`src/rtl/alu1_pkg.sv`:
```
// Shared definitions for the 4-bit-command ALU and the operation sequencer
// that drives it.
//   - ALU command codes (ALU_CMD_W bits wide)
//   - seq_op_e    : operation select of the sequencer request port
//   - seq_state_e : sequencer control state
package alu1_pkg;

    localparam int ALU_CMD_W = 4;

    localparam logic [ALU_CMD_W-1:0] TRANSFER   = 4'd0;
    localparam logic [ALU_CMD_W-1:0] INC        = 4'd1;
    localparam logic [ALU_CMD_W-1:0] ADD        = 4'd2;
    localparam logic [ALU_CMD_W-1:0] ADD_PLUS1  = 4'd3;
    localparam logic [ALU_CMD_W-1:0] SUB_MINUS1 = 4'd4;
    localparam logic [ALU_CMD_W-1:0] SUB        = 4'd5;
    localparam logic [ALU_CMD_W-1:0] DEC        = 4'd6;
    localparam logic [ALU_CMD_W-1:0] TRANSFER2  = 4'd7;
    localparam logic [ALU_CMD_W-1:0] AND        = 4'd8;
    localparam logic [ALU_CMD_W-1:0] OR         = 4'd9;
    localparam logic [ALU_CMD_W-1:0] XOR        = 4'd10;
    localparam logic [ALU_CMD_W-1:0] NOT        = 4'd11;

    typedef enum logic [1:0] {
        ALU  = 2'd0,
        MULU = 2'd1,
        DIVU = 2'd2,
        RSVD = 2'd3
    } seq_op_e;

    typedef enum logic [1:0] {
        IDLE = 2'd0,
        EXEC = 2'd1,
        DONE = 2'd2
    } seq_state_e;

endpackage

```
`src/rtl/alu1_seq_step.sv`:
```
// One iteration of shift-add multiply or restoring divide.
// Produces the ALU command/operands for the current step and, from the ALU's
// combinational answer, the next {hi, lo} (multiply) or {rem, quo} (divide).
// Ports:
//   is_div            : 1 = divide step, 0 = multiply step
//   hi, lo, aux       : hi/rem, lo/quo, multiplicand/divisor registers
//   alu_out, alu_co   : ALU result for the operands driven this cycle
//   step_cmd/in1/in2  : ALU command and operands for this step
//   hi_nxt, lo_nxt    : register values after this step
module alu1_seq_step
    import alu1_pkg::*;
#(
    parameter int WIDTH = 64
) (
    input  logic                 is_div,
    input  logic [WIDTH-1:0]     hi,
    input  logic [WIDTH-1:0]     lo,
    input  logic [WIDTH-1:0]     aux,
    input  logic [WIDTH-1:0]     alu_out,
    input  logic                 alu_co,
    output logic [ALU_CMD_W-1:0] step_cmd,
    output logic [WIDTH-1:0]     step_in1,
    output logic [WIDTH-1:0]     step_in2,
    output logic [WIDTH-1:0]     hi_nxt,
    output logic [WIDTH-1:0]     lo_nxt
);

    // Partial remainder shifted left by one with the next dividend bit.
    logic [WIDTH-1:0] r_shift;
    // The bit shifted out of rem is the implicit (WIDTH+1)th bit of the
    // partial remainder; when set, the subtraction always succeeds even
    // though the WIDTH-bit ALU reports a borrow.
    logic             take;

    assign r_shift = {hi[WIDTH-2:0], lo[WIDTH-1]};
    assign take    = alu_co | hi[WIDTH-1];

    always_comb begin
        step_cmd = TRANSFER;
        step_in1 = hi;
        step_in2 = '0;
        hi_nxt   = hi;
        lo_nxt   = lo;
        if (is_div) begin
            step_cmd = SUB;
            step_in1 = r_shift;
            step_in2 = aux;
            hi_nxt   = take ? alu_out : r_shift;
            lo_nxt   = {lo[WIDTH-2:0], take};
        end else begin
            if (lo[0]) begin
                step_cmd = ADD;
                step_in2 = aux;
            end
            // {c, alu_out, lo} >> 1; carry only counts on an ADD step.
            hi_nxt = {lo[0] & alu_co, alu_out[WIDTH-1:1]};
            lo_nxt = {alu_out[0], lo[WIDTH-1:1]};
        end
    end

endmodule

```
`src/rtl/alu1_seq.sv`:
```
// Multi-cycle operation sequencer in front of the shared combinational ALU.
// Issues one ALU command per cycle; supports a raw ALU command, unsigned
// multiply (WIDTH steps) and unsigned restoring divide (WIDTH steps).
// Ports:
//   clk, rst                     : clock, async active-high reset
//   req_valid/ready, req_op,
//   req_cmd, req_a, req_b        : request handshake and payload
//   rsp_valid/ready, rsp_lo,
//   rsp_hi, rsp_co, rsp_err      : response handshake and payload
//   alu_cmd, alu_in1, alu_in2    : command side of the external ALU
//   alu_out, alu_co              : combinational ALU result
//   alu_busy                     : ALU result consumed this cycle
module alu1_seq
    import alu1_pkg::*;
#(
    parameter int WIDTH = 64
) (
    input  logic                 clk,
    input  logic                 rst,
    input  logic                 req_valid,
    output logic                 req_ready,
    input  logic [1:0]           req_op,
    input  logic [ALU_CMD_W-1:0] req_cmd,
    input  logic [WIDTH-1:0]     req_a,
    input  logic [WIDTH-1:0]     req_b,
    output logic                 rsp_valid,
    input  logic                 rsp_ready,
    output logic [WIDTH-1:0]     rsp_lo,
    output logic [WIDTH-1:0]     rsp_hi,
    output logic                 rsp_co,
    output logic                 rsp_err,
    output logic [ALU_CMD_W-1:0] alu_cmd,
    output logic [WIDTH-1:0]     alu_in1,
    output logic [WIDTH-1:0]     alu_in2,
    input  logic [WIDTH-1:0]     alu_out,
    input  logic                 alu_co,
    output logic                 alu_busy
);

    localparam int             CW        = $clog2(WIDTH) + 1;
    localparam logic [CW-1:0]  LAST_STEP = CW'(WIDTH - 1);

    seq_state_e            state, state_nxt;
    seq_op_e               op;
    logic [ALU_CMD_W-1:0]  cmd;
    logic [CW-1:0]         cnt;
    // hi/lo double as the response registers once the operation completes.
    logic [WIDTH-1:0]      hi, lo, aux;
    logic                  co, err;
    logic                  last_step;

    logic [ALU_CMD_W-1:0]  step_cmd;
    logic [WIDTH-1:0]      step_in1, step_in2, hi_nxt, lo_nxt;

    alu1_seq_step #(.WIDTH(WIDTH)) u_step (
        .is_div   (op == DIVU),
        .hi       (hi),
        .lo       (lo),
        .aux      (aux),
        .alu_out  (alu_out),
        .alu_co   (alu_co),
        .step_cmd (step_cmd),
        .step_in1 (step_in1),
        .step_in2 (step_in2),
        .hi_nxt   (hi_nxt),
        .lo_nxt   (lo_nxt)
    );

    assign last_step = (op == ALU) ? (cnt == '0) : (cnt == LAST_STEP);

    // Ready is forced low while reset is held, not just after it.
    assign req_ready = (state == IDLE) && !rst;
    assign rsp_valid = (state == DONE);
    assign rsp_lo    = lo;
    assign rsp_hi    = hi;
    assign rsp_co    = co;
    assign rsp_err   = err;

    always_comb begin
        state_nxt = state;
        alu_cmd   = TRANSFER;
        alu_in1   = '0;
        alu_in2   = '0;
        alu_busy  = 1'b0;
        case (state)
            IDLE: begin
                if (req_valid)
                    state_nxt = (seq_op_e'(req_op) == RSVD) ? DONE : EXEC;
            end
            EXEC: begin
                alu_busy = 1'b1;
                if (op == ALU) begin
                    alu_cmd = cmd;
                    alu_in1 = lo;
                    alu_in2 = aux;
                end else begin
                    alu_cmd = step_cmd;
                    alu_in1 = step_in1;
                    alu_in2 = step_in2;
                end
                if (last_step)
                    state_nxt = DONE;
            end
            DONE: begin
                if (rsp_ready)
                    state_nxt = IDLE;
            end
            default: state_nxt = IDLE;
        endcase
    end

    always_ff @(posedge clk or posedge rst) begin
        if (rst) begin
            state <= IDLE;
            op    <= ALU;
            cmd   <= '0;
            cnt   <= '0;
            hi    <= '0;
            lo    <= '0;
            aux   <= '0;
            co    <= 1'b0;
            err   <= 1'b0;
        end else begin
            state <= state_nxt;
            case (state)
                IDLE: begin
                    if (req_valid) begin
                        op  <= seq_op_e'(req_op);
                        cmd <= req_cmd;
                        cnt <= '0;
                        hi  <= '0;
                        co  <= 1'b0;
                        if (seq_op_e'(req_op) == RSVD) begin
                            lo  <= '0;
                            aux <= '0;
                            err <= 1'b1;
                        end else begin
                            lo  <= req_a;
                            aux <= req_b;
                            err <= 1'b0;
                        end
                    end
                end
                EXEC: begin
                    cnt <= cnt + 1'b1;
                    if (op == ALU) begin
                        lo <= alu_out;
                        hi <= '0;
                        co <= alu_co;
                    end else begin
                        hi <= hi_nxt;
                        lo <= lo_nxt;
                    end
                end
                default: ;
            endcase
        end
    end

endmodule
```
`config.mk`:
```
export PLATFORM = sky130hd
export DESIGN_NAME = alu1_seq
export DESIGN_NICKNAME = d
export VERILOG_FILES = /design/src/rtl/alu1_pkg.sv /design/src/rtl/alu1_seq_step.sv /design/src/rtl/alu1_seq.sv
export SDC_FILE = /design/constraint.sdc
export NUM_CORES = 1
export LEC_CHECK = 0
export CAP_MARGIN = 20
export CORE_MARGIN = 5
export CORE_UTILIZATION = 52
export CTS_CLUSTER_SIZE = 28
export DETAILED_ROUTE_END_ITERATION = 6
export PLACE_DENSITY = 0.88
export SYNTH_ARGS = -nofsm -noshare
export SYNTH_HDL_FRONTEND = slang
export SYNTH_HIERARCHICAL = 1
export SYNTH_SLANG_ARGS = --single-unit
```
`constraint.sdc`:
```
create_clock -name clk -period 13.7 [get_ports clk]
set_clock_uncertainty 0.05 [all_clocks]
set_input_delay 2.74 -clock clk [delete_from_list [all_inputs] [get_ports clk]]
set_output_delay 2.74 -clock clk [all_outputs]
set_load 0.01 [all_outputs]
```
======== Word-level counts from Yosys, hierarchy flattened ========
Cells that the tools add are included.
word-level totals
  bits in registers ....................... 209
  input bits .............................. 203
  output and inout port bits .............. 265
  word-level logic and storage cells ...... 66
cells by class
  $add $sub $neg .......................... 1
  equality and inequality tests ........... 9
  muxes and demuxes ....................... 35
  bitwise operators ....................... 2
  reduce and logical (&&, ||, !) cells .... 10
operators by type and width
  operator               count
  $mux W64               16
  $pmux W64 S2           2
  $pmux W7 S2            1
  $mux W4                3
  $mux W2                5
  $add A7 B1 Y7 const B  1
  $eq A7 B6 Y1 const B   1
  $logic_not A7 Y1       1
  $mux W7                1
  $eq A2 B2 Y1 const B   3
  $ne A2 B2 Y1 const B   3
  $pmux W2 S3            1
  $reduce_and A3 Y1      2
  $mux W1                5
  $logic_not A2 Y1       2
  $reduce_and A2 Y1      2
  $eq A2 B1 Y1 const B   1
  $ne A2 B1 Y1 const B   1
  $pmux W1 S2            1
  $reduce_bool A2 Y1     1
  $and A1 B1 Y1          1
  $logic_and A1 B1 Y1    1
  $logic_not A1 Y1       1
  $or A1 B1 Y1           1

======== Longest topological paths before layout ========
Gate-level depths: netlist (run 1).
  word-level depth ........................ 5
  gate-level depth with buffers ........... 8
  gate-level depth less buffers ........... 5

======== By module ========
The synthesis (run 1) kept the hierarchy.
by module, submodules not included
  module         instances  cells each  area an instance (µm²)  seq. area each (µm²)
  alu1_seq       1          1382        11003.1                 5230.0
  alu1_seq_step  1          521         4194.0                  0.0

======== Worst setup path after synthesis (run 1) ========
OpenSTA, ideal clock, no wires.
  path type ............................... input-to-output
  from .................................... in rst
  to ...................................... out req_ready
  arrival time ............................ 2.999 ns
  required time ........................... 10.910 ns
  setup slack ............................. 7.911 ns
  stages .................................. 1
  path buffers ............................ 0
  path through ............................ nor3_1
between the ends
  cells in the longest elaborated chain, start to end .. 2
RTL lines
  item                               line            source
  start: declaration                 alu1_seq.sv:19  input logic rst,
  $logic_not A1 Y1 (no source line)  n/a
  $logic_and A1 B1 Y1                alu1_seq.sv:72  assign req_ready = (state == IDLE) && !rst;
  end: declaration                   alu1_seq.sv:21  output logic req_ready,
No other way between the ends.

======== Worst setup path after layout (run 1) ========
Ends and elaborated chain as after synthesis.

==> qor.yml, run 1 <==
sta:
  slew_viol_final: 0
  final.period_utilization: 0.4956
  hold_viol_final: 0
  rsz0062_at_grt: "false"
  timing.fmax_mhz: 147.3
  tns_ps: 0
  fin_hold_ws_ps: 429.7
  worst_pin_slew_ps: 1105
  relSlewSlack: 0.2633
  period_needed_ps: 6790
  finalSetupViolCount: 0
layout:
  fin_cells: 2628
  drive_above_1_share: 0.06166
  syn2layout_area_growth_pct: 34.29
  nNetsFinal: 2427
  stdcell_area_um2: 20410
clocking:
  ctsResizeCount: 0
  cts_made_buffers: 25
  cts.sinks: 209
  clock_path_buffers: 3
  path_clk_slew_ps: 60
  holdBufCountCts: 0
  cts-root-buf: "clkbuf_16"
  cts_max_level: 1
  clk-insertion-delay-late_ps: 520
  cts_tree: "yes"
  cts_setup_buffers: 0
synth:
  synth_commonest_cells: "547 x nand2_1, 209 x dfrtp_1, 133 x a21oi_1"
  ys_async_sr_fraction: 1.000
  synth_most_common_cell: "nand2_1"
  avgSynthCellArea_um2: 7.986
  syn_area_um2: 15200
  synth_seq_area_share: 0.3441
  syn_nets: 2108
  yosys.area.top_type: "dfrtp_1"
  ys_warn_count: 6
  yosys-top-cells-area: "dfrtp_1 34%, nand2_1 14%, mux2_1 9.3%, a31oi_2 4.9%, a21oi_1 4.4%"
  synth_top_area_share: 0.3441
  synth_edf_count: 0
  synthCells: 1903
  ys.flop_type: "dfrtp_1"
  yosys_register_bits: 209
  synth_cell_types: 44
global_route:
  grt_pass1_vias: 15680
  grt_overflow: 0
  grt_pass1_wl_um: 86790
  grt_usage: 0.3165
  antenna_found_initial: 7
  grt_max_degree: 132
placement:
  dpl-instance-area_um2: 19550
  dp_hpwl_um: 36110
  io_buffers: 467
  dpl.cell_count: 2578
  gp_congestion: 0.8817
critical_path:
  rrSetupSlack_ps: 10450
  worst_path_max_delay_cell: "clkdlybuf4s50_1"
  slowest_delay_ps: 570
  cp_max_fo: 2
  cp_top_family: "buffers and inverters"
  crit_required_ps: 10910
  crit_top_cell: "clkdlybuf4s50_1"
  endpoint_kind: "output pin"
  cp.arrival_ps: 4000
  path_class: "in2out"
  crit_path_cell_trace: "clkdlybuf4s50_1 -> nor3_1 -> clkdlybuf4s50_1"
  critPathBufInv: 2
  start_kind: "input pin"
floorplan:
  rows: 62
  ioPinCount: 468
  initial_core_util: 0.5280
  fp.dieW_um: 181.0
  fp.dieH_um: 181.0
  die_area_um2: 32740
  core-area_um2: 28780
pwr:
  p_leak_nw: 8.407
  powerDensity_nw_per_um2: 241.1
  switching_power_mw: 2.303
  power_frac_comb: 0.615
  seqPwrFrac: 0.248
  clkPwrFrac: 0.138
  vdd_ir_drop_max_mv: 0.1944
  p_sw_frac: 0.4679
  internal_power_mw: 2.619
routing:
  final_antenna_net_count: 0
  routed_via_density: 6.133
  routed_wirelength_um: 55250
  vias: 16120
  first_iter_violations: 1959
  drc: 0
  wl_per_cell_um: 21.02
  dr.pass1.iters: 7
min_path:
  hold_path.class: "reg2reg"
flow_run:
  cap_violations: 0
status:
  status: "finished, final reports clean"
sequential cells by signal (all words and copies together) (netlist names):
register	cells
rsp_err	1
op	2
rsp_lo	64
state	2
rsp_hi	64
rsp_co	1
aux	64
cnt	7
cmd	4
stage by stage:
step                  util  power (mW)  worst slack (ps)
detailed placement  0.6791       4.189              6916
floorplan                -       3.057              5201
finish              0.7091       4.921              6910
global placement    0.6791       4.090              6911
global route        0.7091       5.237              6799
CTS                 0.7076       4.895              6898
power by group through the flow:
stage / logic [mW] / clock network, mW / registers [mW]
finish: 3.03 / 0.678 / 1.22
global route: 3.28 / 0.708 / 1.25
CTS: 2.97 / 0.686 / 1.24
global placement: 2.86 / 0 / 1.23
floorplan: 1.89 / 0 / 1.16
detailed placement: 2.94 / 0 / 1.25
final cells by class:
cell class	count	area (um2)
Timing Repair Buffer	488	4850
Fill cell	2150	8372
Sequential cell	209	5234
Tap cell	384	480.5
Multi-Input combinational cell	1492	8976
Antenna cell	6	15.01
Clock buffer	34	719.4
Clock inverter	9	101.3
Inverter	6	32.53
worst reg2reg max path, stage by stage (launching register included):
cell	delay (ps)
dfrtp_1	640
nand2b_4	490
inv_4	660
buf_4	860
nand4_1	230
nand3_1	130
o21ai_0	90
cell families (layout without fill, tap and decap cells):
logic type               Yosys count  after routing  share of synthesized area
buffers and inverters            202            537                    0.06825
AO/OA/AOI/OAI                    468            468                     0.2178
AND/OR/NAND/NOR                  892            892                     0.2726
other                              1              7                  0.0002468
adder cells (fa/ha/maj)            2              2                   0.001646
multiplexers                     128            128                    0.09476
flip-flops                       209            209                     0.3441
XOR/XNOR                           1              1                  0.0005764
layout by cell type, fill, tap and decap left out, types with 2 or more instances in the layout:
| cell type | count |
|---|---|
| nor2b_1 | 67 |
| nor2_4 | 3 |
| nor2_1 | 68 |
| nand3_1 | 67 |
| a211oi_1 | 64 |
| inv_1 | 4 |
| buf_4 | 21 |
| clkbuf_1 | 3 |
| a31oi_2 | 60 |
| a21oi_1 | 133 |
| a31oi_1 | 68 |
| clkinv_2 | 5 |
| clkbuf_8 | 6 |
| diode_2 | 6 |
| o21ai_0 | 71 |
| clkbuf_16 | 25 |
| mux2_1 | 126 |
| ha_1 | 2 |
| and3_1 | 66 |
| clkdlybuf4s50_1 | 466 |
| nand2_4 | 2 |
| dfrtp_1 | 208 |
| a22o_1 | 65 |
| nand2_1 | 545 |
| bufinv_16 | 2 |
| nand4_1 | 3 |
| or3b_1 | 63 |
routing by layer:
metal  vias to the layer above  global-route usage  routed length, um
li1                       7303                   -                  -
met2                       949              0.5084              25600
met1                      7683              0.4093              21450
met3                       180             0.06495               5115
met4                         2              0.1543               3068
met5                         -                   0                 20
path summary, 6_finish.rpt:
| check | startpoint | endpoint | cells after the start |
|---|---|---|---|
| min reg2reg | aux[59] | aux[59] | 2 |
| min | aux[59] | aux[59] | 2 |
| max in group asynchronous | rst | cmd[2] | 3 |
| max | rst | req_ready | 3 |
| min in group asynchronous | rst | aux[62] | 2 |
| max reg2reg | state[0] | cnt[5] | 6 |
(Power assumes the default switching activity.)
==> inputs of run 2 (changes only) <==
Settings changed: CORE_UTILIZATION 52 to 44, PLACE_DENSITY 0.88 to 0.79.
Clock period 13.7 ns to 6.2 ns, I/O delays scaled along.
==> qor.yml, run 2 (synthesis results as in run 1) <==
routing:
  dr.pass1.iters: 5  # -2
  final_antenna_net_count: 0  # unchanged
  first_iter_violations: 1363  # -30%
  wl_per_cell_um: 20.51  # -2.5%
  drc: 0  # unchanged
  vias: 15830  # -1.8%
  routed_via_density: 5.859  # -4.5%
  routed_wirelength_um: 55410  # +0.29%
sta:
  timing.fmax_mhz: 223.5
  slew_viol_final: 0  # unchanged
  worst_pin_slew_ps: 1149  # +44.12 ps
  fin_hold_ws_ps: 424.2  # -5.468 ps
  finalSetupViolCount: 0  # unchanged
  tns_ps: 0  # unchanged
  finalWorstSetupSlack_ps: 1725  # -5184 ps
  rsz0062_at_grt: "false"
  final.period_utilization: 0.7217
  relSlewSlack: 0.2339  # -0.02941
  period_needed_ps: 4475
  hold_viol_final: 0  # unchanged
layout:
  final_cell_mix: "545 x nand2_1, 466 x clkdlybuf4s50_1, 208 x dfrtp_1"
  fillers: 3004  # +40%
  final_common_cell: "nand2_1"
  fin_util: 0.5970  # -0.1122
  drive_above_1_share: 0.06111  # -0.0005560
  syn2layout_area_growth_pct: 34.69
  nNetsFinal: 2432  # +0.21%
global_route:
  antenna_found_initial: 8  # +1
  grt_pass1_wl_um: 85790  # -1.2%
  grt_usage: 0.2695  # -0.04704
  grt_overflow: 0  # unchanged
  grt_pass1_vias: 15290  # -2.5%
  grt_max_degree: 130  # -1.5%
status:
  status: "finished, final reports clean"
pwr:
  powerDensity_nw_per_um2: 525.6  # +120%
  vdd_ir_drop_max_mv: 0.3072  # +58%
  p_leak_nw: 8.396  # -0.14%
  power_mw: 10.76  # +120%
floorplan:
  fp.dieH_um: 195.8  # +8.2%
  initial_core_util: 0.4432  # -0.08482
  ioPinCount: 468  # unchanged
  die_area_um2: 38360  # +17%
  core-area_um2: 34290  # +19%
  rows: 68  # +9.7%
  fp.dieW_um: 195.8  # +8.2%
critical_path:
  timing.rr.end: "rsp_err"
  path_class: "reg2out"
  crit_required_ps: 4910  # -6000 ps
  cp_max_fo: 69  # +67
  start_kind: "flop"
  reg2reg_depth: 4  # -2
  cp.arrival_ps: 3180  # -820 ps
  endpoint_kind: "output pin"
  rrSetupSlack_ps: 3550  # -6900 ps
  r2r_start: "state[0]"
clocking:
  cts-root-buf: "clkbuf_16"
  cts_made_buffers: 26  # +4.0%
  clock_path_buffers: 3  # unchanged
  cts_setup_buffers: 0  # unchanged
  cts_max_level: 1  # unchanged
  path_clk_slew_ps: 50  # about the same
  holdBufCountCts: 0  # unchanged
  clk-insertion-delay-late_ps: 530  # about the same
  cts.sinks: 209  # unchanged
  cts_tree: "yes"
  ctsResizeCount: 0  # unchanged
placement:
  place_ws_ps: 2297  # -4619 ps
  gp_congestion: 0.8779  # -0.43%
  dp_hpwl_um: 36970  # +2.4%
  io_buffers: 467  # unchanged
min_path:
  hold_path.class: "reg2reg"
  hold_end: "cmd[3]"
  hp-start: "cmd[3]"
  hold_path_depth: 2  # unchanged
flow_run:
  cap_violations: 0  # unchanged
run 2: cell types whose count changed in the layout (fill, tap and decap cells not counted), sizes merged:
| cell | before | now |
|---|---|---|
| inv | 7 | 5 |
| clkbuf | 34 | 38 |
| diode | 6 | 5 |
| bufinv | 2 | 0 |
| buf | 22 | 26 |
run 2: per-layer routing:
metal  GRT usage  vias to the layer above  part of all wire
met5           0                        -           0.00081
met3     0.06406                      161             0.087
met2      0.4332                      715              0.47
met4      0.1109                        8             0.045
met1      0.3502                     7630              0.40
li1            -                     7316                 -
run 2: critical path: stages (launching register included):
cell	delay [ps]
dfrtp_1	420
nor2b_4	340
buf_4	750
mux2_1	250
nand2_1	60
a21oi_1	190
clkdlybuf4s50_1	570
run 2: metrics by stage:
stage,instances,area (um2)
after detailed placement,2654,19680
final,2702,20470
after floorplan,1903,15200
after global routing,2702,20470
after global placement,2654,19680
after CTS,2697,20460
run 2: how the worst max path moves through the flow:
stage	start	endpoint	slack (ps)
after global routing	op[1]	alu_in1[8]	1550
final	op[1]	alu_in1[11]	1730
after detailed placement	op[1]	alu_in1[14]	2300
after floorplan	rst	aux[0]	2200
after CTS	op[1]	alu_in1[14]	1720
after global placement	op[1]	alu_in1[25]	2350
run 2: area by class of cell:
type                       count  area (um2)  area share
antenna                        5       12.51   0.0006113
clock buffer                  38       747.0     0.03649
clock inverter                 5       28.78    0.001406
inverter                       6       28.78    0.001406
multi-input combinational   1492        8976      0.4385
sequential                   209        5234      0.2557
tap                          455       569.3     0.02781
timing repair buffer         492        4872      0.2380
run 2: report_power, final:
| part | total [mW] | internal (mW) | switching, mW |
|---|---|---|---|
| combinational | 6.61 | 2.94 | 3.67 |
| clock | 1.42 | 0.825 | 0.593 |
| sequential | 2.73 | 1.96 | 0.771 |
==> inputs of run 3 (changes only) <==
Settings changed: CORE_UTILIZATION 44 to 48, PLACE_DENSITY 0.79 to 0.82.
Clock period 6.2 ns to 4.3 ns, I/O delays scaled along.
==> qor.yml, run 3 (synthesis results as in run 1) <==
sta:
  period_needed_ps: 3873
  final.period_utilization: 0.9006
  finalSetupViolCount: 0  # unchanged
  fin_hold_ws_ps: 433.8  # +9.630 ps
  rsz0062_at_grt: "false"
  timing.fmax_mhz: 258.2
  relSlewSlack: 0.3132  # +0.07928
  worst_pin_slew_ps: 1030  # -118.9 ps
  slew_viol_final: 0  # unchanged
  tns_ps: 0  # unchanged
  hold_viol_final: 0  # unchanged
critical_path:
  crit_path_cell_trace: "nor2b_4 -> nor2_4 -> buf_4 -> nor2b_1 -> nand2_1 -> a21oi_1 -> clkdlybuf4s50_1"
  path_class: "reg2out"
  cp.arrival_ps: 2960  # -220 ps
  endpoint_kind: "output pin"
  timing.rr.end: "cnt[5]"
  cp_top_family: "buffers and inverters"
  r2r_start: "state[0]"
  cp_max_fo: 23  # -67%
  reg2reg_depth: 8  # +4
  critPathBufInv: 2  # unchanged
  rrSetupSlack_ps: 940  # -2610 ps
  crit_required_ps: 3390  # -1520 ps
  worst_path_max_delay_cell: "clkdlybuf4s50_1"
  start_kind: "flop"
  slowest_delay_ps: 610  # -140 ps
routing:
  drc: 0  # unchanged
  wl_per_cell_um: 20.91  # +1.9%
  dr.pass1.iters: 5  # unchanged
  vias: 16010  # +1.1%
  routed_wirelength_um: 55660  # +0.43%
  first_iter_violations: 1372  # +0.66%
  routed_via_density: 6.015  # +2.7%
  final_antenna_net_count: 0  # unchanged
layout:
  fillers: 2550  # -15%
  final_cell_mix: "545 x nand2_1, 466 x clkdlybuf4s50_1, 208 x dfrtp_1"
  final_common_cell: "nand2_1"
  stdcell_area_um2: 20750  # +1.4%
  drive_above_1_share: 0.06912  # +0.008012
  nNetsFinal: 2444  # +0.49%
  syn2layout_area_growth_pct: 36.55
clocking:
  ctsResizeCount: 0  # unchanged
  cts_setup_buffers: 0  # unchanged
  holdBufCountCts: 0  # unchanged
  cts_max_level: 1  # unchanged
  cts.sinks: 209  # unchanged
  cts_tree: "yes"
  clock_path_buffers: 3  # unchanged
  cts_made_buffers: 26  # unchanged
  clk-insertion-delay-late_ps: 530  # about the same
  cts-root-buf: "clkbuf_16"
  path_clk_slew_ps: 60  # about the same
placement:
  dpl-instance-area_um2: 19840  # +0.82%
  io_buffers: 467  # unchanged
  gp_congestion: 0.9029  # +2.8%
  dp_hpwl_um: 37910  # +2.5%
pwr:
  powerDensity_nw_per_um2: 772.5  # +47%
  p_leak_nw: 8.566  # +2.0%
  power_mw: 16.03  # +49%
  vdd_ir_drop_max_mv: 0.4125  # +34%
global_route:
  grt_max_degree: 130  # unchanged
  grt_usage: 0.2976  # +0.02815
  grt_pass1_wl_um: 87450  # +1.9%
  grt_pass1_vias: 15590  # +2.0%
  grt_overflow: 0  # unchanged
  antenna_found_initial: 4  # -4
floorplan:
  rows: 65  # -4.4%
  initial_core_util: 0.4841  # +0.04088
  core-area_um2: 31390  # -8.4%
  fp.dieW_um: 187.9  # -4.0%
  fp.dieH_um: 187.9  # -4.0%
  ioPinCount: 468  # unchanged
  die_area_um2: 35320  # -7.9%
min_path:
  hp-start: "aux[23]"
  hold_end: "aux[23]"
  hold_path_depth: 2  # unchanged
  hold_path.class: "reg2reg"
status:
  status: "finished, final reports clean"
flow_run:
  cap_violations: 0  # unchanged
run 3: changes by cell type in the layout (fill, tap and decap cells not counted), sizes merged:
cell / delta
bufinv: +3
diode: -2
buf: +12
run 3: worst min-delay path, cell delays in order, from the launching register on:
cell,delay (ps)
dfrtp_1,350
nand2_1,50
nand2_1,50
run 3: layout make-up:
class	instances	area (um2)	share of cell area
antenna	3	7.507	0.0003618
clock buffer	38	787.0	0.03793
clock inverter	8	115.1	0.005547
inverter	6	28.78	0.001387
multi-input combinational	1492	8976	0.4326
sequential	209	5234	0.2522
tap	402	503.0	0.02424
timing repair buffer	504	5100	0.2458
run 3: stage by stage:
step	util	setup slack [ps]	cells
after floorplan	-	675.8	1903
after global placement	0.6320	1056	2613
after detailed placement	0.6320	1012	2613
after CTS	0.6608	428.6	2659
after global routing	0.6610	329.8	2662
final	0.6610	427.3	2662
run 3: routing by layer:
layer | part of all wire | vias to the layer above | global-route usage | wire [um]
met5 | 0.00023 | - | 0 | 13
li1 | - | 7343 | - | -
met3 | 0.085 | 145 | 0.06701 | 4720
met2 | 0.47 | 780 | 0.4861 | 26050
met1 | 0.40 | 7742 | 0.3849 | 22500
met4 | 0.042 | 2 | 0.1189 | 2363
run 3: power by group:
group	total [mW]	leakage (nW)	switching [mW]	internal (mW)
registers	3.96	2.62	1.14	2.82
logic	9.77	5.50	5.35	4.42
clock network	2.30	0.450	0.865	1.44
total	16.0	8.57	7.35	8.68
run 3: how the worst max path moves through the flow:
| stage | from | depth (start not counted) | slack [ps] | end |
|---|---|---|---|---|
| after floorplan | rst | 1 | 680 | aux[0] |
| after global placement | op[1] | 7 | 1060 | alu_in2[9] |
| after detailed placement | op[1] | 6 | 1010 | alu_in1[1] |
| after CTS | op[1] | 7 | 430 | alu_in2[9] |
| after global routing | op[0] | 5 | 330 | alu_cmd[0] |
| final | op[1] | 7 | 430 | alu_in2[9] |
